[src/rtl/secded_encoder.sv]
// Hamming(8,4) SECDED encoder with a small output FIFO and a wrapping count of emitted codewords.
// Optional error injection on push is enabled by defining SECDED_ERR_INJ_EN.
module secded_encoder #(
  parameter int DEPTH = 2,
  parameter int CNT_W = 16
) (
  input  logic             clk,
  input  logic             rst_n,
  input  logic [3:0]       in_data,
  input  logic             in_valid,
  output logic             in_ready,
  output logic [7:0]       out_code,
  output logic             out_valid,
  input  logic             out_ready,
`ifdef SECDED_ERR_INJ_EN
  input  logic             inj_en,
  input  logic [7:0]       inj_mask,
`endif
  output logic [CNT_W-1:0] word_cnt
);

  localparam int PTR_W = $clog2(DEPTH) + 1;
  localparam int AW    = PTR_W - 1;

  logic [PTR_W-1:0] wr_ptr;
  logic [PTR_W-1:0] rd_ptr;
  logic [PTR_W-1:0] count;
  logic [7:0]       mem [DEPTH];
  logic [7:0]       clean_code;
  logic [7:0]       store_code;
  logic             push;
  logic             pop;
  logic             unused_ptr_msb;

  function automatic logic [7:0] encode(input logic [3:0] d);
    logic [7:0] c;
    c[3:0] = d;
    c[4]   = d[0] ^ d[1] ^ d[3];
    c[5]   = d[0] ^ d[2] ^ d[3];
    c[6]   = d[1] ^ d[2] ^ d[3];
    c[7]   = ^c[6:0];
    return c;
  endfunction

  // Pointers wrap at DEPTH, so their top bit never toggles.
  function automatic logic [PTR_W-1:0] next_ptr(input logic [PTR_W-1:0] p);
    return (p == PTR_W'(DEPTH - 1)) ? '0 : p + PTR_W'(1);
  endfunction

  assign clean_code = encode(in_data);

`ifdef SECDED_ERR_INJ_EN
  assign store_code = inj_en ? (clean_code ^ inj_mask) : clean_code;
`else
  assign store_code = clean_code;
`endif

  assign in_ready       = (count != PTR_W'(DEPTH));
  assign out_valid      = (count != '0);
  assign push           = in_valid && in_ready;
  assign pop            = out_valid && out_ready;
  assign out_code       = mem[rd_ptr[AW-1:0]];
  assign unused_ptr_msb = rd_ptr[PTR_W-1] ^ wr_ptr[PTR_W-1];

  always_ff @(posedge clk or negedge rst_n) begin
    if (!rst_n) begin
      wr_ptr   <= '0;
      rd_ptr   <= '0;
      count    <= '0;
      word_cnt <= '0;
      for (int i = 0; i < DEPTH; i++) begin
        mem[i] <= 8'h00;
      end
    end else begin
      if (push) begin
        mem[wr_ptr[AW-1:0]] <= store_code;
        wr_ptr              <= next_ptr(wr_ptr);
      end
      if (pop) begin
        rd_ptr   <= next_ptr(rd_ptr);
        word_cnt <= word_cnt + CNT_W'(1);
      end
      case ({push, pop})
        2'b10:   count <= count + PTR_W'(1);
        2'b01:   count <= count - PTR_W'(1);
        default: count <= count;
      endcase
    end
  end

endmodule
[config.mk]
export PLATFORM = sky130hd
export DESIGN_NAME = secded_encoder
export DESIGN_NICKNAME = d
export VERILOG_FILES = /design/src/rtl/secded_encoder.sv
export SDC_FILE = /design/constraint.sdc
export NUM_CORES = 1
export LEC_CHECK = 0
export CELL_PAD_IN_SITES_DETAIL_PLACEMENT = 0
export CELL_PAD_IN_SITES_GLOBAL_PLACEMENT = 1
export CORE_ASPECT_RATIO = 1.2
export CORE_MARGIN = 2
export CORE_UTILIZATION = 40
export DETAILED_ROUTE_END_ITERATION = 12
export PLACE_DENSITY = 0.83
export SETUP_SLACK_MARGIN = 0.1
export SLEW_MARGIN = 20
export SYNTH_ARGS = -nofsm -noshare
export SYNTH_HDL_FRONTEND = slang
export SYNTH_SLANG_ARGS = --single-unit
[constraint.sdc]
create_clock -name clk -period 2.09 [get_ports clk]
set_clock_uncertainty 0.2 [all_clocks]
set_input_delay 0.418 -clock clk [delete_from_list [all_inputs] [get_ports clk]]
set_output_delay 0.418 -clock clk [all_outputs]
set_load 0.01 [all_outputs]
==> metrics.txt, run 1 <==
Util after Layout 0.5540; Pwr Total a little under 3 mW; HP Class register to register; vias between 1000 and 1500; max_cap viols 0; Worst Path Class, Setup register to output pin; die area 4684 um^2; status completed; syn avg cell area 13.50 um^2; Syn Nets ~130; router iterations before antenna repair 2; Final Instance Area 2201 um^2; post-route insts no fill between 200 and 250; Slew @ Worst Pin roughly 0.46 ns; dominant cell type by area after synthesis dfrtp_1; Post-DP HPWL about 2200 um; Slew Viols, Final 0; final hold vios 0; Clock Latency Late Sink 0.28 ns; chip width 62.82 um; Crit. path cell count 3; cell count after placement 213; CP max stage cell dfrtp_2; Final min period approximately 2.0 ns; Hold Path Depth 1; pwr dens around 1400 nW/um^2; CTS clk-pin slew, worst paths 0.07 ns; WHS ~0.28 ns; PortBufs 33; layout cells sized above 1 0.3392; cells after synthesis 123; Leak slightly below 1 nW; first-pass GRT wire length 5230 um; max incr delay on CP ~0.37 ns; clk sinks 36; # rows 25; wire length per cell about 14 um; remaining antenna violation count 0; Worst setup EP type output pin; RSZ-0062 raised after global routing true; Die Y between 70 and 80 um; top cells by area, synth dfrtp_1 (54%), mux2_2 (17%), xnor2_1 (10%), xor2_1 (3.7%), and3_1 (1.9%); Total GRT Usage 0.1481; initial antenna violation count 0; H-tree depth 2; I/O pins 34; # fillers 370; hold_buf cts 0; Period Utilization, post-route 0.9403; Worst path top cell family by delay flip-flops; flop and latch count out of synthesis 36; Root Driver clkbuf_8; post-synth top area share 0.5426; GR Overflow Total 0; residual DRC count 0; # setup viols final 0; core area around 4000 um^2; Buf+Inv Stages, Crit Path 2; GPL Wtd Cong roughly 0.75; Ys Warns 0; total placed instance area between 2000 and 2500 um^2; most frequent cells in the layout dfrtp_1 (32), mux2_2 (25), clkdlybuf4s50_1 (23), xnor2_1 (19); arrival time worst endpoint 1.35 ns; n_diodes 0; worst slack at placement roughly 0.029 ns; max_slew headroom 0.6950; area delta synth->final 32.55%; worst-path fanout max 4; Layout Nets 180; Num CTS Buffers 5; critical path required time around 1.5 ns; Via density approximately 4.8; Final WS setup roughly 0.12 ns; CTS tree done; DRT iter0 DRCs 31; largest net degree at the start of global routing 37; final setup TNS 0 ns; crit-path cells buf_4 -> mux2_2 -> clkdlybuf4s15_1; commonest non-fill, non-tap cell in the layout dfrtp_1; Mapped Area between 1500 and 2000 um^2; Clock Tree Buf Depth 2; register area share after synthesis 0.5426; R2R cell count 7; Distinct cells, synth 22; number of global-route vias before repair ~1100; Worst setup SP type register; initial core utilization 0.4180; worst vdd ir approximately 0.58 mV; final wirelength about 3200 um; Max Fclk slightly above 500 MHz
==> state kept, by name, summed over array words and instances, names as in the netlist <==
register and flops:
word_cnt 16, wr_ptr 1, mem 16, count 2
rd_ptr 1
==> what timing repair did <==
| item | CTS | global route |
|---|---|---|
| gates cloned | 0 | 0 |
| endpoints found under the setup margin | 10 | 8 |
| gates resized for setup | 22 | 9 |
| setup buffers | 4 | 0 |
==> final timing paths <==
path | start | endpoint | slack [ns]
max | rd_ptr[0] | out_code[4] | 0.12
min | word_cnt[15] | word_cnt[15] | 0.28
max reg2reg | count[0] | count[1] | 0.22
min reg2reg | word_cnt[15] | word_cnt[15] | 0.28
max in group asynchronous | rst_n | count[1] | 0.99
min in group asynchronous | rst_n | mem[4] | 0.35
==> synth_stat cells <==
library cell  instances
clkbuf_1              1
inv_1                 2
nand3_1               6
nor2_4                1
nand4_1               4
nor4_4                1
dfrtp_1              36
nand3_2               1
or2_2                 1
nor3_4                1
nand2b_1              1
or2_4                 1
nor2_1                3
ha_1                  2
nand2_2               1
and3_1                5
o21ai_2               1
nand2_1               3
mux2_2               25
xor2_1                7
nor3_2                1
xnor2_1              19
==> report_power, final <==
group / leakage, nW / internal, mW / switching [mW]
Clock: 0.0455 / 0.269 / 0.232
Sequential: 0.443 / 0.968 / 0.214
Combinational: 0.476 / 0.760 / 0.538
==> cell families after synthesis <==
family / Yosys count / synth area share
AND/OR/NAND/NOR: 30 / 0.1236
AO/OA/AOI/OAI: 1 / 0.005276
flip-flops: 36 / 0.5426
buffers and inverters: 3 / 0.006782
XOR/XNOR: 26 / 0.1372
adder cells (fa/ha/maj): 2 / 0.01507
multiplexers: 25 / 0.1696
==> layout make-up <==
class | count | area (um^2) | share of cell area
inverters | 2 | 7.507 | 0.003411
clock buffers | 8 | 90.09 | 0.04093
multi-input cells | 84 | 763.2 | 0.3468
repair buffers | 41 | 366.6 | 0.1666
flip-flops and latches | 36 | 905.9 | 0.4116
well taps | 54 | 67.56 | 0.03070
==> layer usage <==
metal  share of wire  track usage  vias to the layer above
li1                -            -                      518
met4           0.020      0.07407                        0
met1            0.43       0.1735                      528
met5               0            0                        -
met3           0.030      0.03480                        6
met2            0.52       0.2593                       20
Power figures use the tool's default switching activity.
==> inputs of run 2 (changes only) <==
Settings changed: REMOVE_ABC_BUFFERS from default to 1.
==> run 2 against run 1 <==
Net effect:
- sequential power about the same
- core utilization grew 0.16 points
- clock power down 9.0%
- cell area increased by 0.28%
- critical path depth down 2
- die area did not move
- largest power group unchanged
==> metrics.txt, run 2 (synthesis gave the netlist of run 1 again) <==
initial antenna violation count 0 (unchanged); Clock Latency Late Sink 0.28 ns (about the same); Period Utilization, post-route 0.9241 (-0.01621); wire length per cell 13.73 um (-4.4%); largest net degree at the start of global routing 37 (unchanged); PortBufs 33 (unchanged); Top Registers mem x16, word_cnt x16, count x2; Clock Tree Buf Depth 2 (unchanged); commonest non-fill, non-tap cell in the layout dfrtp_1; final hold vios 0 (unchanged); Layout Nets 184 (+2.2%); Int Power 1.962 mW (-1.7%); Buf+Inv Stages, Crit Path 1 (-1); worst vdd ir 0.8123 mV (+40%); pwr dens 1329 nW/um^2 (-1.9%); Via density 4.759 (-0.12%); Slew @ Worst Pin 0.4493 ns (-0.008184 ns); Worst setup EP type output pin; worst-path fanout max 7 (+3); max_slew headroom 0.7005 (+0.005456); GPL Wtd Cong 0.8262 (+10%); Die Y 74.58 um (unchanged); status completed; max_cap viols 0 (unchanged); # setup viols final 0 (unchanged); chip width 62.82 um (unchanged); layout cells sized above 1 0.3621 (+0.02289); CTS clk-pin slew, worst paths 0.07 ns (about the same); sw power 0.9700 mW (-1.4%); arrival time worst endpoint 1.31 ns (-0.04 ns); total placed instance area 2085 um^2 (unchanged); Root Driver clkbuf_8; Leak 0.9833 nW (+1.9%); I/O pins 34 (unchanged); CTS tree done; most frequent cells in the layout dfrtp_1 (33), mux2_2 (25), clkdlybuf4s50_1 (23), xnor2_1 (19), buf_4 (12); Post-DP HPWL 2246 um (+1.3%); Pwr Total 2.933 mW (-1.6%); sw frac 0.3308 (+0.0008015); critical path required time 1.47 ns (about the same); CP max stage cell clkdlybuf4s50_1; die area 4684 um^2 (unchanged); Final Instance Area 2207 um^2 (+0.28%); Num CTS Buffers 5 (unchanged); Slew Viols, Final 0 (unchanged); Max Fclk 517.8 MHz (+1.8%); GR Overflow Total 0 (unchanged); DRT iter0 DRCs 28 (-9.7%); Total GRT Usage 0.1513 (+0.003212); # rows 25 (unchanged); clk sinks 36 (unchanged); number of global-route vias before repair 1154 (+4.5%); residual DRC count 0 (unchanged); router iterations before antenna repair 3 (+1); area delta synth->final 32.93%; final wirelength 3130 um (-3.1%); Worst Path Class, Setup register to output pin; RSZ-0062 raised after global routing false; first-pass GRT wire length 5299 um (+1.3%); max incr delay on CP 0.58 ns (+0.21 ns); Final min period 1.931 ns (-0.03387 ns); Worst setup SP type register; crit-path cells clkdlybuf4s50_1; sequential share of power 0.402 (+0.005); core area 3973 um^2 (unchanged); Logic pwr share 0.443 (+0.007); Worst path top cell family by delay buffers and inverters; H-tree depth 2 (unchanged); initial core utilization 0.4180 (unchanged); remaining antenna violation count 0 (unchanged); vias 1085 (+1.2%); n_diodes 0 (unchanged); HP Class register to register; clock power share 0.155 (-0.013)
## run 2: final timing paths
check | startpoint | to | slack (ns) | depth (start not counted)
min in group asynchronous | rst_n | word_cnt[15] | 0.35 | 2
worst max-delay path | word_cnt[6] | word_cnt[6] | 0.16 | 1
worst min register to register | word_cnt[15] | word_cnt[15] | 0.28 | 1
worst max register to register | count[1] | word_cnt[15] | 0.37 | 6
max in group asynchronous | rst_n | count[1] | 0.99 | 2
worst min-delay path | word_cnt[15] | word_cnt[15] | 0.28 | 1
## run 2: layout make-up
| cell class | count | area (um^2) |
|---|---|---|
| Clock buffer | 6 | 72.57 |
| Clock inverter | 1 | 5.005 |
| Fill cell | 354 | 1765 |
| Inverter | 2 | 7.507 |
| Multi-Input combinational cell | 84 | 763.2 |
| Sequential cell | 36 | 904.6 |
| Tap cell | 54 | 67.56 |
| Timing Repair Buffer | 45 | 386.6 |
## run 2: through the flow
| step | TNS [ns] | setup WS, ns | cells | hold WS [ns] | util |
|---|---|---|---|---|---|
| floorplan | 0 | 0.3310 | 122 | -0.07759 | - |
| global placement | 0 | 0.02266 | 213 | 0.2646 | 0.5247 |
| detailed placement | -0.002269 | -0.002269 | 213 | 0.2754 | 0.5247 |
| CTS | 0 | 0.04280 | 224 | 0.2876 | 0.5556 |
| global route | 0 | 0.1006 | 228 | 0.3069 | 0.5556 |
| finish | 0 | 0.1586 | 228 | 0.2771 | 0.5556 |
## run 2: repair_timing
| item | in CTS | in global routing |
|---|---|---|
| setup endpoints to repair | 10 | 10 |
| hold buffers | 0 | 0 |
| pin swaps | 0 | 1 |
| resized for setup | 21 | 10 |
| buffers inserted | 4 | 4 |
## run 2: worst reg2reg max path: stages, from the launching register on
cell and delay (ns):
dfrtp_2 0.42, buf_4 0.14, o21ai_4 0.05, buf_4 0.16, nor4_4 0.36, nand3_1 0.15, xnor2_1 0.14
## run 2: power groups by stage
stage / Sequential, mW / Clock, mW / Combinational, mW
after floorplan: 1.18 / 0 / 0.719
after global placement: 1.19 / 0 / 1.24
after detailed placement: 1.22 / 0 / 1.27
after CTS: 1.19 / 0.472 / 1.32
after global routing: 1.22 / 0.499 / 1.42
final: 1.18 / 0.455 / 1.30
## run 2: routing by layer
| metal | track usage | part of all wire |
|---|---|---|
| met1 | 0.1507 | 0.40 |
| met2 | 0.2891 | 0.55 |
| met3 | 0.04690 | 0.036 |
| met4 | 0.07407 | 0.020 |
| met5 | 0 | 0 |
==> inputs of run 3 (changes only) <==
Settings changed: GPL_TIMING_DRIVEN from default to 0.
==> run 3 against run 2 <==
Net effect:
- cell count decreased by 2.2%
- largest power group unchanged
- global-route usage increased by 0.15 points
- setup slack got worse by 0.011 ns
- highest routed layer unchanged
- sequential share of layout area increased by 0.36 points
- power decreased by 0.39%
==> metrics.txt, run 3 (synthesis gave the netlist of run 1 again) <==
status completed; Leak 0.9666 nW (-1.7%); worst-path fanout max 4 (-3); vias 1071 (-1.3%); Post-DP HPWL 2231 um (-0.69%); router iterations before antenna repair 4 (+1); sequential share of power 0.405 (+0.003); RSZ-0062 raised after global routing true; Worst Path Class, Setup register to output pin; layout cells sized above 1 0.3609 (-0.001122); Clock Tree Buf Depth 2 (unchanged); critical path required time 1.47 ns (about the same); core area 3973 um^2 (unchanged); sw power 0.9730 mW (+0.30%); Final min period 1.942 ns (+0.01103 ns); Hold Path Depth 1 (unchanged); RR Startpoint count[1]; worst vdd ir 0.7049 mV (-13%); number of global-route vias before repair 1146 (-0.69%); Logic pwr share 0.425 (-0.018); clock power share 0.170 (+0.015); Via density 4.803 (+0.92%); total placed instance area 2077 um^2 (-0.36%); Pwr Total 2.921 mW (-0.39%); chip width 62.82 um (unchanged); largest net degree at the start of global routing 23 (-38%); Slew Viols, Final 0 (unchanged); Int Power 1.948 mW (-0.73%); CTS clk-pin slew, worst paths 0.07 ns (about the same); # fillers 352 (-0.56%); GR Overflow Total 0 (unchanged); die area 4684 um^2 (unchanged); Period Utilization, post-route 0.9294 (+0.005279); Worst setup EP type output pin; most frequent cells in the layout dfrtp_1 (32), mux2_2 (25), clkdlybuf4s50_1 (22), xnor2_1 (19), clkbuf_2 (8); final wirelength 3070 um (-1.9%); R2R cell count 5 (-1); Min-Delay Endpoint word_cnt[15]; Root Driver clkbuf_8; n_diodes 0 (unchanged); H-tree depth 2 (unchanged); commonest non-fill, non-tap cell in the layout dfrtp_1; wire length per cell 13.77 um (+0.28%); Clock Latency Late Sink 0.27 ns (about the same); GPL Wtd Cong 0.7408 (-10%); Slew @ Worst Pin 0.3915 ns (-0.05782 ns); clk sinks 36 (unchanged); CTS tree done; max_cap viols 0 (unchanged); # rows 25 (unchanged); WHS 0.2688 ns (-0.008369 ns); Die Y 74.58 um (unchanged); Max Fclk 514.8 MHz (-0.57%); Layout Nets 178 (-3.3%); initial core utilization 0.4180 (unchanged); sw frac 0.3331 (+0.002284); R2R Setup Slk 0.26 ns (-0.11 ns); final hold vios 0 (unchanged); pwr dens 1333 nW/um^2 (+0.35%); area delta synth->final 31.95%; Total GRT Usage 0.1528 (+0.001503); # setup viols final 0 (unchanged); remaining antenna violation count 0 (unchanged); r2r endpoint count[1]; I/O pins 34 (unchanged); arrival time worst endpoint 1.32 ns (about the same); Critical path origin count[1]; Num CTS Buffers 5 (unchanged); DRT iter0 DRCs 66 (+140%); residual DRC count 0 (unchanged); first-pass GRT wire length 5382 um (+1.6%); max_slew headroom 0.7390 (+0.03855); final setup TNS 0 ns (unchanged); initial antenna violation count 0 (unchanged); Worst setup SP type register; Final Instance Area 2191 um^2 (-0.74%); hold path start word_cnt[15]; Top Registers mem x16, word_cnt x16, count x2; HP Class register to register; PortBufs 33 (unchanged)
run 3: final cells by class:
cell class	instances	area (um^2)	area share
sequential	36	905.9	0.4135
multi-input combinational	84	763.2	0.3484
timing repair buffer	39	354.1	0.1616
clock buffer	6	82.58	0.03769
tap	54	67.56	0.03084
clock inverter	2	10.01	0.004569
inverter	2	7.507	0.003427
run 3: per-stage QoR:
step,std cells,utilization,setup slack [ns]
6_report,223,0.5515,0.1475
2_1_floorplan,122,-,0.3310
3_3_place_gp,209,0.5172,-0.3346
4_1_cts,223,0.5591,0.07820
3_5_place_dp,210,0.5228,-0.04237
5_1_grt,223,0.5515,0.09674
run 3: layer usage:
metal	GRT usage	wire length (um)
met5	0	0
met4	0.08889	62
met3	0.02874	89
met2	0.2712	1581
met1	0.1756	1336
run 3: critical path, cell delays in order, from the launching register on:
cell           delay, ns
dfrtp_2             0.46
or2_2               0.30
dlygate4sd2_1       0.28
run 3: what timing repair did:
action,4_1_cts,5_1_grt
setup buffers,4,0
endpoints found under the setup margin,10,10
hold endpoints to repair,14,0
gates resized for setup,24,11
hold buffers,1,0
run 3: worst max path at each step:
stage / end / slack (ns) / depth (start not counted)
2_1_floorplan: count[1] / 0.33 / 6
3_3_place_gp: word_cnt[1] / -0.33 / 1
3_5_place_dp: count[1] / -0.04 / 6
4_1_cts: out_code[2] / 0.08 / 3
5_1_grt: out_valid / 0.1 / 2
6_report: out_valid / 0.15 / 2
run 3: power by group through the flow:
stage / Sequential (mW) / Clock, mW / Combinational, mW
after floorplan: 1.18 / 0 / 0.719
after global placement: 1.19 / 0 / 1.23
after detailed placement: 1.21 / 0 / 1.27
after CTS: 1.17 / 0.519 / 1.32
after global routing: 1.22 / 0.551 / 1.35
final: 1.18 / 0.497 / 1.24
